$ cat config.mk
export PLATFORM = sky130hd
export DESIGN_NAME = calc_seq_ctrl
export DESIGN_NICKNAME = d
export VERILOG_FILES = /design/src/rtl/calc_seq_ctrl.sv
export SDC_FILE = /design/constraint.sdc
export NUM_CORES = 1
export LEC_CHECK = 0
export CAP_MARGIN = 20
export CORE_MARGIN = 2
export CORE_UTILIZATION = 60
export CTS_BUF_LIST = sky130_fd_sc_hd__clkbuf_16
export DETAILED_ROUTE_END_ITERATION = 8
export PLACE_DENSITY_LB_ADDON = 0.1
export SYNTH_ARGS = -nofsm -noshare
export SYNTH_HDL_FRONTEND = slang
export SYNTH_SLANG_ARGS = --single-unit
$ cat constraint.sdc
create_clock -name clk -period 5.44 [get_ports clk]
set_input_delay 1.632 -clock clk [delete_from_list [all_inputs] [get_ports clk]]
set_output_delay 1.632 -clock clk [all_outputs]
set_load 0.05 [all_outputs]
$ cat src/rtl/calc_seq_ctrl.sv
// Keypad-to-ALU sequencing controller: builds operand A, operator and operand B from scanner
// events, runs one start/done ALU transaction per computation and holds the display value.
module calc_seq_ctrl #(
  parameter int unsigned W      = 16,
  parameter int unsigned MAXDIG = 4
) (
  input  logic         clk,
  input  logic         RST,
  input  logic         numberflag,
  input  logic [3:0]   key_value,
  input  logic         opflag,
  input  logic [2:0]   operator,
  input  logic         equal,
  output logic         alu_start,
  output logic [2:0]   alu_op,
  output logic [W-1:0] alu_a,
  output logic [W-1:0] alu_b,
  input  logic         alu_done,
  input  logic [W-1:0] alu_result,
  input  logic         alu_err,
  output logic [W-1:0] disp_value,
  output logic         disp_err,
  output logic         busy,
  output logic [2:0]   state
);

  localparam int unsigned CntW = $clog2(MAXDIG + 1);
  localparam logic [CntW-1:0] MaxCnt = CntW'(MAXDIG);
  localparam logic [CntW-1:0] OneCnt = CntW'(1);

  typedef enum logic [2:0] {
    StEnterA  = 3'd0,
    StGotOp   = 3'd1,
    StEnterB  = 3'd2,
    StWaitAlu = 3'd3,
    StShow    = 3'd4
  } state_e;

  // Flag bit order: [0] digit, [1] operator, [2] equal.
  logic [2:0] sync1_q, sync2_q, seen_q, evt_q;
  logic [3:0] key_q;
  logic [2:0] oper_q;

  always_ff @(posedge clk or negedge RST) begin
    if (!RST) begin
      sync1_q <= '0;
      sync2_q <= '0;
      seen_q  <= '0;
      evt_q   <= '0;
      key_q   <= '0;
      oper_q  <= '0;
    end else begin
      sync1_q <= {equal, opflag, numberflag};
      sync2_q <= sync1_q;
      seen_q  <= sync2_q;
      evt_q   <= sync2_q & ~seen_q;
      // Data lines are stable while their flag is high, so capture them with the edge.
      if (sync2_q[0] && !seen_q[0]) key_q <= key_value;
      if (sync2_q[1] && !seen_q[1]) oper_q <= operator;
    end
  end

  logic eq_ev, op_ev, dig_ev, dig_ok;
  assign eq_ev  = evt_q[2];
  assign op_ev  = evt_q[1] & ~evt_q[2];
  assign dig_ev = evt_q[0] & ~evt_q[1] & ~evt_q[2];
  assign dig_ok = (key_q <= 4'd9);

  state_e          state_q, state_d;
  logic [W-1:0]    a_q, a_d, b_q, b_d, res_q, res_d, disp_q, disp_d;
  logic [CntW-1:0] a_cnt_q, a_cnt_d, b_cnt_q, b_cnt_d;
  logic [2:0]      op_q, op_d, pend_q, pend_d, alu_op_q, alu_op_d;
  logic            err_q, err_d, start_q, start_d;
  logic [W-1:0]    alu_a_q, alu_a_d, alu_b_q, alu_b_d;

  logic [W-1:0] key_ext, a_acc, b_acc;
  assign key_ext = W'(key_q);
  assign a_acc   = a_q * W'(10) + key_ext;
  assign b_acc   = b_q * W'(10) + key_ext;

  always_comb begin
    state_d  = state_q;
    a_d      = a_q;
    b_d      = b_q;
    res_d    = res_q;
    disp_d   = disp_q;
    a_cnt_d  = a_cnt_q;
    b_cnt_d  = b_cnt_q;
    op_d     = op_q;
    pend_d   = pend_q;
    err_d    = err_q;
    start_d  = 1'b0;
    alu_a_d  = alu_a_q;
    alu_b_d  = alu_b_q;
    alu_op_d = alu_op_q;
    unique case (state_q)
      StEnterA: begin
        if (op_ev) begin
          op_d    = oper_q;
          state_d = StGotOp;
        end else if (dig_ev && dig_ok && (a_cnt_q < MaxCnt)) begin
          a_d     = a_acc;
          a_cnt_d = a_cnt_q + OneCnt;
          disp_d  = a_acc;
        end
      end
      StGotOp: begin
        if (op_ev) begin
          op_d = oper_q;
        end else if (dig_ev && dig_ok) begin
          b_d     = key_ext;
          b_cnt_d = OneCnt;
          disp_d  = key_ext;
          state_d = StEnterB;
        end
      end
      StEnterB: begin
        if (eq_ev || op_ev) begin
          start_d  = 1'b1;
          alu_a_d  = a_q;
          alu_b_d  = b_q;
          alu_op_d = op_q;
          // A zero pending_op means "stop in SHOW"; a real operator chains the next step.
          pend_d   = eq_ev ? 3'd0 : oper_q;
          state_d  = StWaitAlu;
        end else if (dig_ev && dig_ok && (b_cnt_q < MaxCnt)) begin
          b_d     = b_acc;
          b_cnt_d = b_cnt_q + OneCnt;
          disp_d  = b_acc;
        end
      end
      StWaitAlu: begin
        if (alu_done) begin
          if (alu_err) begin
            err_d   = 1'b1;
            disp_d  = '0;
            a_d     = '0;
            state_d = StShow;
          end else begin
            res_d  = alu_result;
            disp_d = alu_result;
            if (pend_q != 3'd0) begin
              a_d     = alu_result;
              op_d    = pend_q;
              state_d = StGotOp;
            end else begin
              state_d = StShow;
            end
          end
        end
      end
      StShow: begin
        if (op_ev) begin
          if (!err_q) begin
            a_d     = res_q;
            op_d    = oper_q;
            state_d = StGotOp;
          end
        end else if (dig_ev && dig_ok) begin
          err_d   = 1'b0;
          a_d     = key_ext;
          a_cnt_d = OneCnt;
          disp_d  = key_ext;
          state_d = StEnterA;
        end
      end
      default: state_d = StEnterA;
    endcase
  end

  always_ff @(posedge clk or negedge RST) begin
    if (!RST) begin
      state_q  <= StEnterA;
      a_q      <= '0;
      b_q      <= '0;
      res_q    <= '0;
      disp_q   <= '0;
      a_cnt_q  <= '0;
      b_cnt_q  <= '0;
      op_q     <= '0;
      pend_q   <= '0;
      err_q    <= 1'b0;
      start_q  <= 1'b0;
      alu_a_q  <= '0;
      alu_b_q  <= '0;
      alu_op_q <= '0;
    end else begin
      state_q  <= state_d;
      a_q      <= a_d;
      b_q      <= b_d;
      res_q    <= res_d;
      disp_q   <= disp_d;
      a_cnt_q  <= a_cnt_d;
      b_cnt_q  <= b_cnt_d;
      op_q     <= op_d;
      pend_q   <= pend_d;
      err_q    <= err_d;
      start_q  <= start_d;
      alu_a_q  <= alu_a_d;
      alu_b_q  <= alu_b_d;
      alu_op_q <= alu_op_d;
    end
  end

  assign alu_start  = start_q;
  assign alu_op     = alu_op_q;
  assign alu_a      = alu_a_q;
  assign alu_b      = alu_b_q;
  assign disp_value = disp_q;
  assign disp_err   = err_q;
  assign busy       = (state_q == StWaitAlu);
  assign state      = state_q;

endmodule

==> results by group <==
Status
  – Status: finished clean

Timing
  – Setup ws final: between 900 and 1000 ps
  – Worst Skew: 6.50 ps
  – Crit path time final: 4440 ps
  – Setup tns final: 0 ps
  – RSZ-0062 raised after global routing: no
  – Rel. slew slack: 0.222
  – Fin. max-slew vios: 0
  – F_max: about 220 MHz
  – Fin crit share: 0.817
  – # setup viols final: 0
  – Hold WS: about 350 ps
  – Worst slew pin tran: around 1200 ps
  – Final Hold Viols: 0

GRT
  – Vias in the first global route: 6548
  – Initial antenna violation count: 0
  – Global-route wire length before repair: about 34 mm
  – Total GRT Usage: 0.310
  – Largest net degree at the start of global routing: 110
  – Overflow left after global routing: 0

Die
  – Die Span X: 118 um
  – Die Y: 118 um
  – Core Rows: ~40
  – Die area: around 0.014 mm2
  – Core ar.: about 0.013 mm2
  – Initial Utilization: 0.616
  – IO Pins: 87

Clock network
  – Post-cts sizing count: 0
  – H-Tree Depth: 4
  – Root Buffer: clkbuf_16
  – TritonCTS Sinks: between 100 and 150
  – Setup Buffers After CTS: 0
  – Hold buffer count at CTS: 0
  – CTS Buffer Depth: 2
  – CTS tree: yes
  – Clk_lat worst skew: between 400 and 500 ps
  – Clock Pin Slew Worst Setup and Hold Paths: 60 ps
  – Total CTS buffers: 17

Finish
  – Fin cells: around 1100
  – Final design utilization: 0.745
  – Design area: roughly 0.0094 mm2
  – Layout cell share with drive strength beyond 1: 0.0971
  – P&R area growth vs syn: 20.9%
  – N_diodes: 0
  – Fill cells: between 900 and 1000
  – Count of nets after finishing: just under 1000

Setup path
  – Worst setup SP type: flip-flop
  – Critical path, cell by cell: inv_2, nor2_1, nand2_1, inv_1, clkdlybuf4s50_1
  – Slowest CP cell: clkdlybuf4s50_1
  – R2R Path End: a_q[13]
  – Delay of the slowest cell on the worst path: 850 ps
  – Crit. End Element: output port
  – Type of the worst setup path: flip-flop to output port
  – Critical Path AT: between 2000 and 3000 ps
  – Largest fanout on the critical path: 14
  – Reg-to-reg critical path startpoint: a_q[3]
  – Delay-heaviest family, CP: buffers and inverters
  – Setup slack, reg-to-reg: roughly 1800 ps
  – CP required: about 3800 ps
  – Reg2Reg Depth: 13
  – WP buf/inv: 3

Yosys
  – Yosys Warn Count: 0
  – Mean post-synth cell area: 9.46 um2
  – Ys async rst share: 1.00
  – Part of the Yosys area used for sequential elements: 0.433
  – Cell count after synthesis: between 800 and 900
  – Synth unique cells: 76
  – Synth Cell Area: around 0.0078 mm2
  – Primary FF master, synth: dfrtp_1
  – Synthesized netlist net count: 913
  – FF+latch count, synth: between 100 and 150
  – Post-synth EDFFs: 0

Route
  – DRC Markers: 0
  – Post-route ant nets: 0
  – Vias: around 6800
  – Via density: 6.20
  – Final wirelength: between 20 and 25 mm
  – Drt wl/cell: ~19 um
  – Number of detailed-route iterations in the first pass: 9
  – DRT iter0 DRCs: between 600 and 700

Power
  – Combinational power share: 0.563
  – Total Power: roughly 6.5 mW
  – Sequential power share: 0.261
  – Max VDD drop: 0.400 mV
  – LEAKAGE: between 4 and 5 nW
  – P_int: 3.47 mW
  – Sw Share: 0.468
  – NetSw: 3.06 mW
  – PwrDens: 691 mW/mm2
  – Clk pwr share: 0.176

Place
  – Placed Area: roughly 0.0088 mm2
  – RePlAce Congestion: ~0.86
  – DP Worst Slack: 1490 ps
  – Final HPWL DP: around 15 mm
  – I/O Buffers: 86
  – Placed insts: 1055

Flow run
  – Max-cap viol count: 0

Worst hold path
  – Hold Crit Start: sync1_q[1]
  – WHS Endpoint: sync2_q[1]
  – HP Class: flip-flop to flip-flop
  – Worst Hold Depth: 0
-- power by group through the flow --
stage / sequential (mW) / clock, mW / combinational, mW
final: 1.70 / 1.15 / 3.67
after global routing: 1.75 / 1.21 / 4.00
after CTS: 1.70 / 1.16 / 3.62
after global placement: 1.69 / 0 / 3.48
after floorplan: 2.15 / 0 / 2.11
after detailed placement: 1.71 / 0 / 3.58
-- layout make-up --
class,count,area (um2),share of cell area
clock buffers,17,425,0.0451
clock inverters,14,160,0.0170
inverters,18,67.6,0.00716
multi-input cells,637,4240,0.449
flip-flops and latches,135,3380,0.358
well taps,172,215,0.0228
repair buffers,96,957,0.101
-- how the worst max path moves through the flow --
stage | start | to | slack (ps) | cells after the start
after CTS | state[1] | busy | 1030 | 5
after floorplan | state[1] | busy | 2200 | 4
after global placement | state[1] | busy | 1540 | 5
final | state[1] | busy | 1000 | 5
after global routing | state[1] | busy | 850 | 5
after detailed placement | state[1] | busy | 1490 | 5
-- routing by layer --
layer / part of all wire / global-route usage / up-vias
met1: 0.42 / 0.416 / 3253
met2: 0.49 / 0.496 / 315
met3: 0.072 / 0.0562 / 44
met5: 0 / 0 / -
li1: - / - / 3142
met4: 0.025 / 0.131 / 0
-- synthesized netlist by cell type (8+ instances only) --
master / instances / area (um2)
inv_1: 16 / 60.1
a31oi_1: 17 / 106
o21ai_0: 45 / 225
nand3_1: 11 / 55.1
dfrtp_1: 135 / 3380
nor2b_1: 9 / 56.3
a221oi_1: 8 / 70.1
xnor2_1: 26 / 228
nor3_1: 15 / 75.1
nor2_1: 55 / 206
clkbuf_1: 28 / 105
a21o_1: 8 / 60.1
xor2_1: 11 / 96.3
nand2_1: 177 / 664
mux2_2: 27 / 304
a222oi_1: 9 / 90.1
a22oi_1: 13 / 97.6
a21oi_1: 31 / 155
ha_1: 54 / 676
-- logic make-up (layout without fill, tap and decap cells) --
group / after synthesis / after routing / synth area share
xor gates and xnor gates: 37 / 37 / 0.0415
and+or+nand+nor: 318 / 318 / 0.186
buffers and inverters: 53 / 145 / 0.0261
AOI/OAI and AO/OA: 192 / 192 / 0.171
muxes: 32 / 32 / 0.0454
DFF: 135 / 135 / 0.433
adders and majority gates: 58 / 58 / 0.0968
-- layout by cell type (no fill, tap or decap), types with 26 or more instances in the layout --
cell type	count
a21oi_1	31
ha_1	54
nor2_1	54
clkdlybuf4s50_1	85
mux2_2	27
o21ai_0	45
dfrtp_1	135
nand2_1	177
xnor2_1	26
-- registers in the layout, summed over array words and instances (netlist names), 4 cells and up --
register and cells:
alu_b 16, key_q 4, disp_value 16, res_q 16, alu_a 16, a_q 16, b_q 16
-- worst reg2reg max path, cell delays in order (launching register included) --
cell and delay, ps:
dfrtp_1 450, ha_1 310, ha_1 170, inv_1 60
fa_1 390, and2b_1 230, o211ai_1 160, and4b_1 250
o311ai_0 510, nor4_2 100, xnor2_1 300, nor2_1 80
a221oi_1 310, o21ai_0 140
Power figures use the tool's default switching activity.
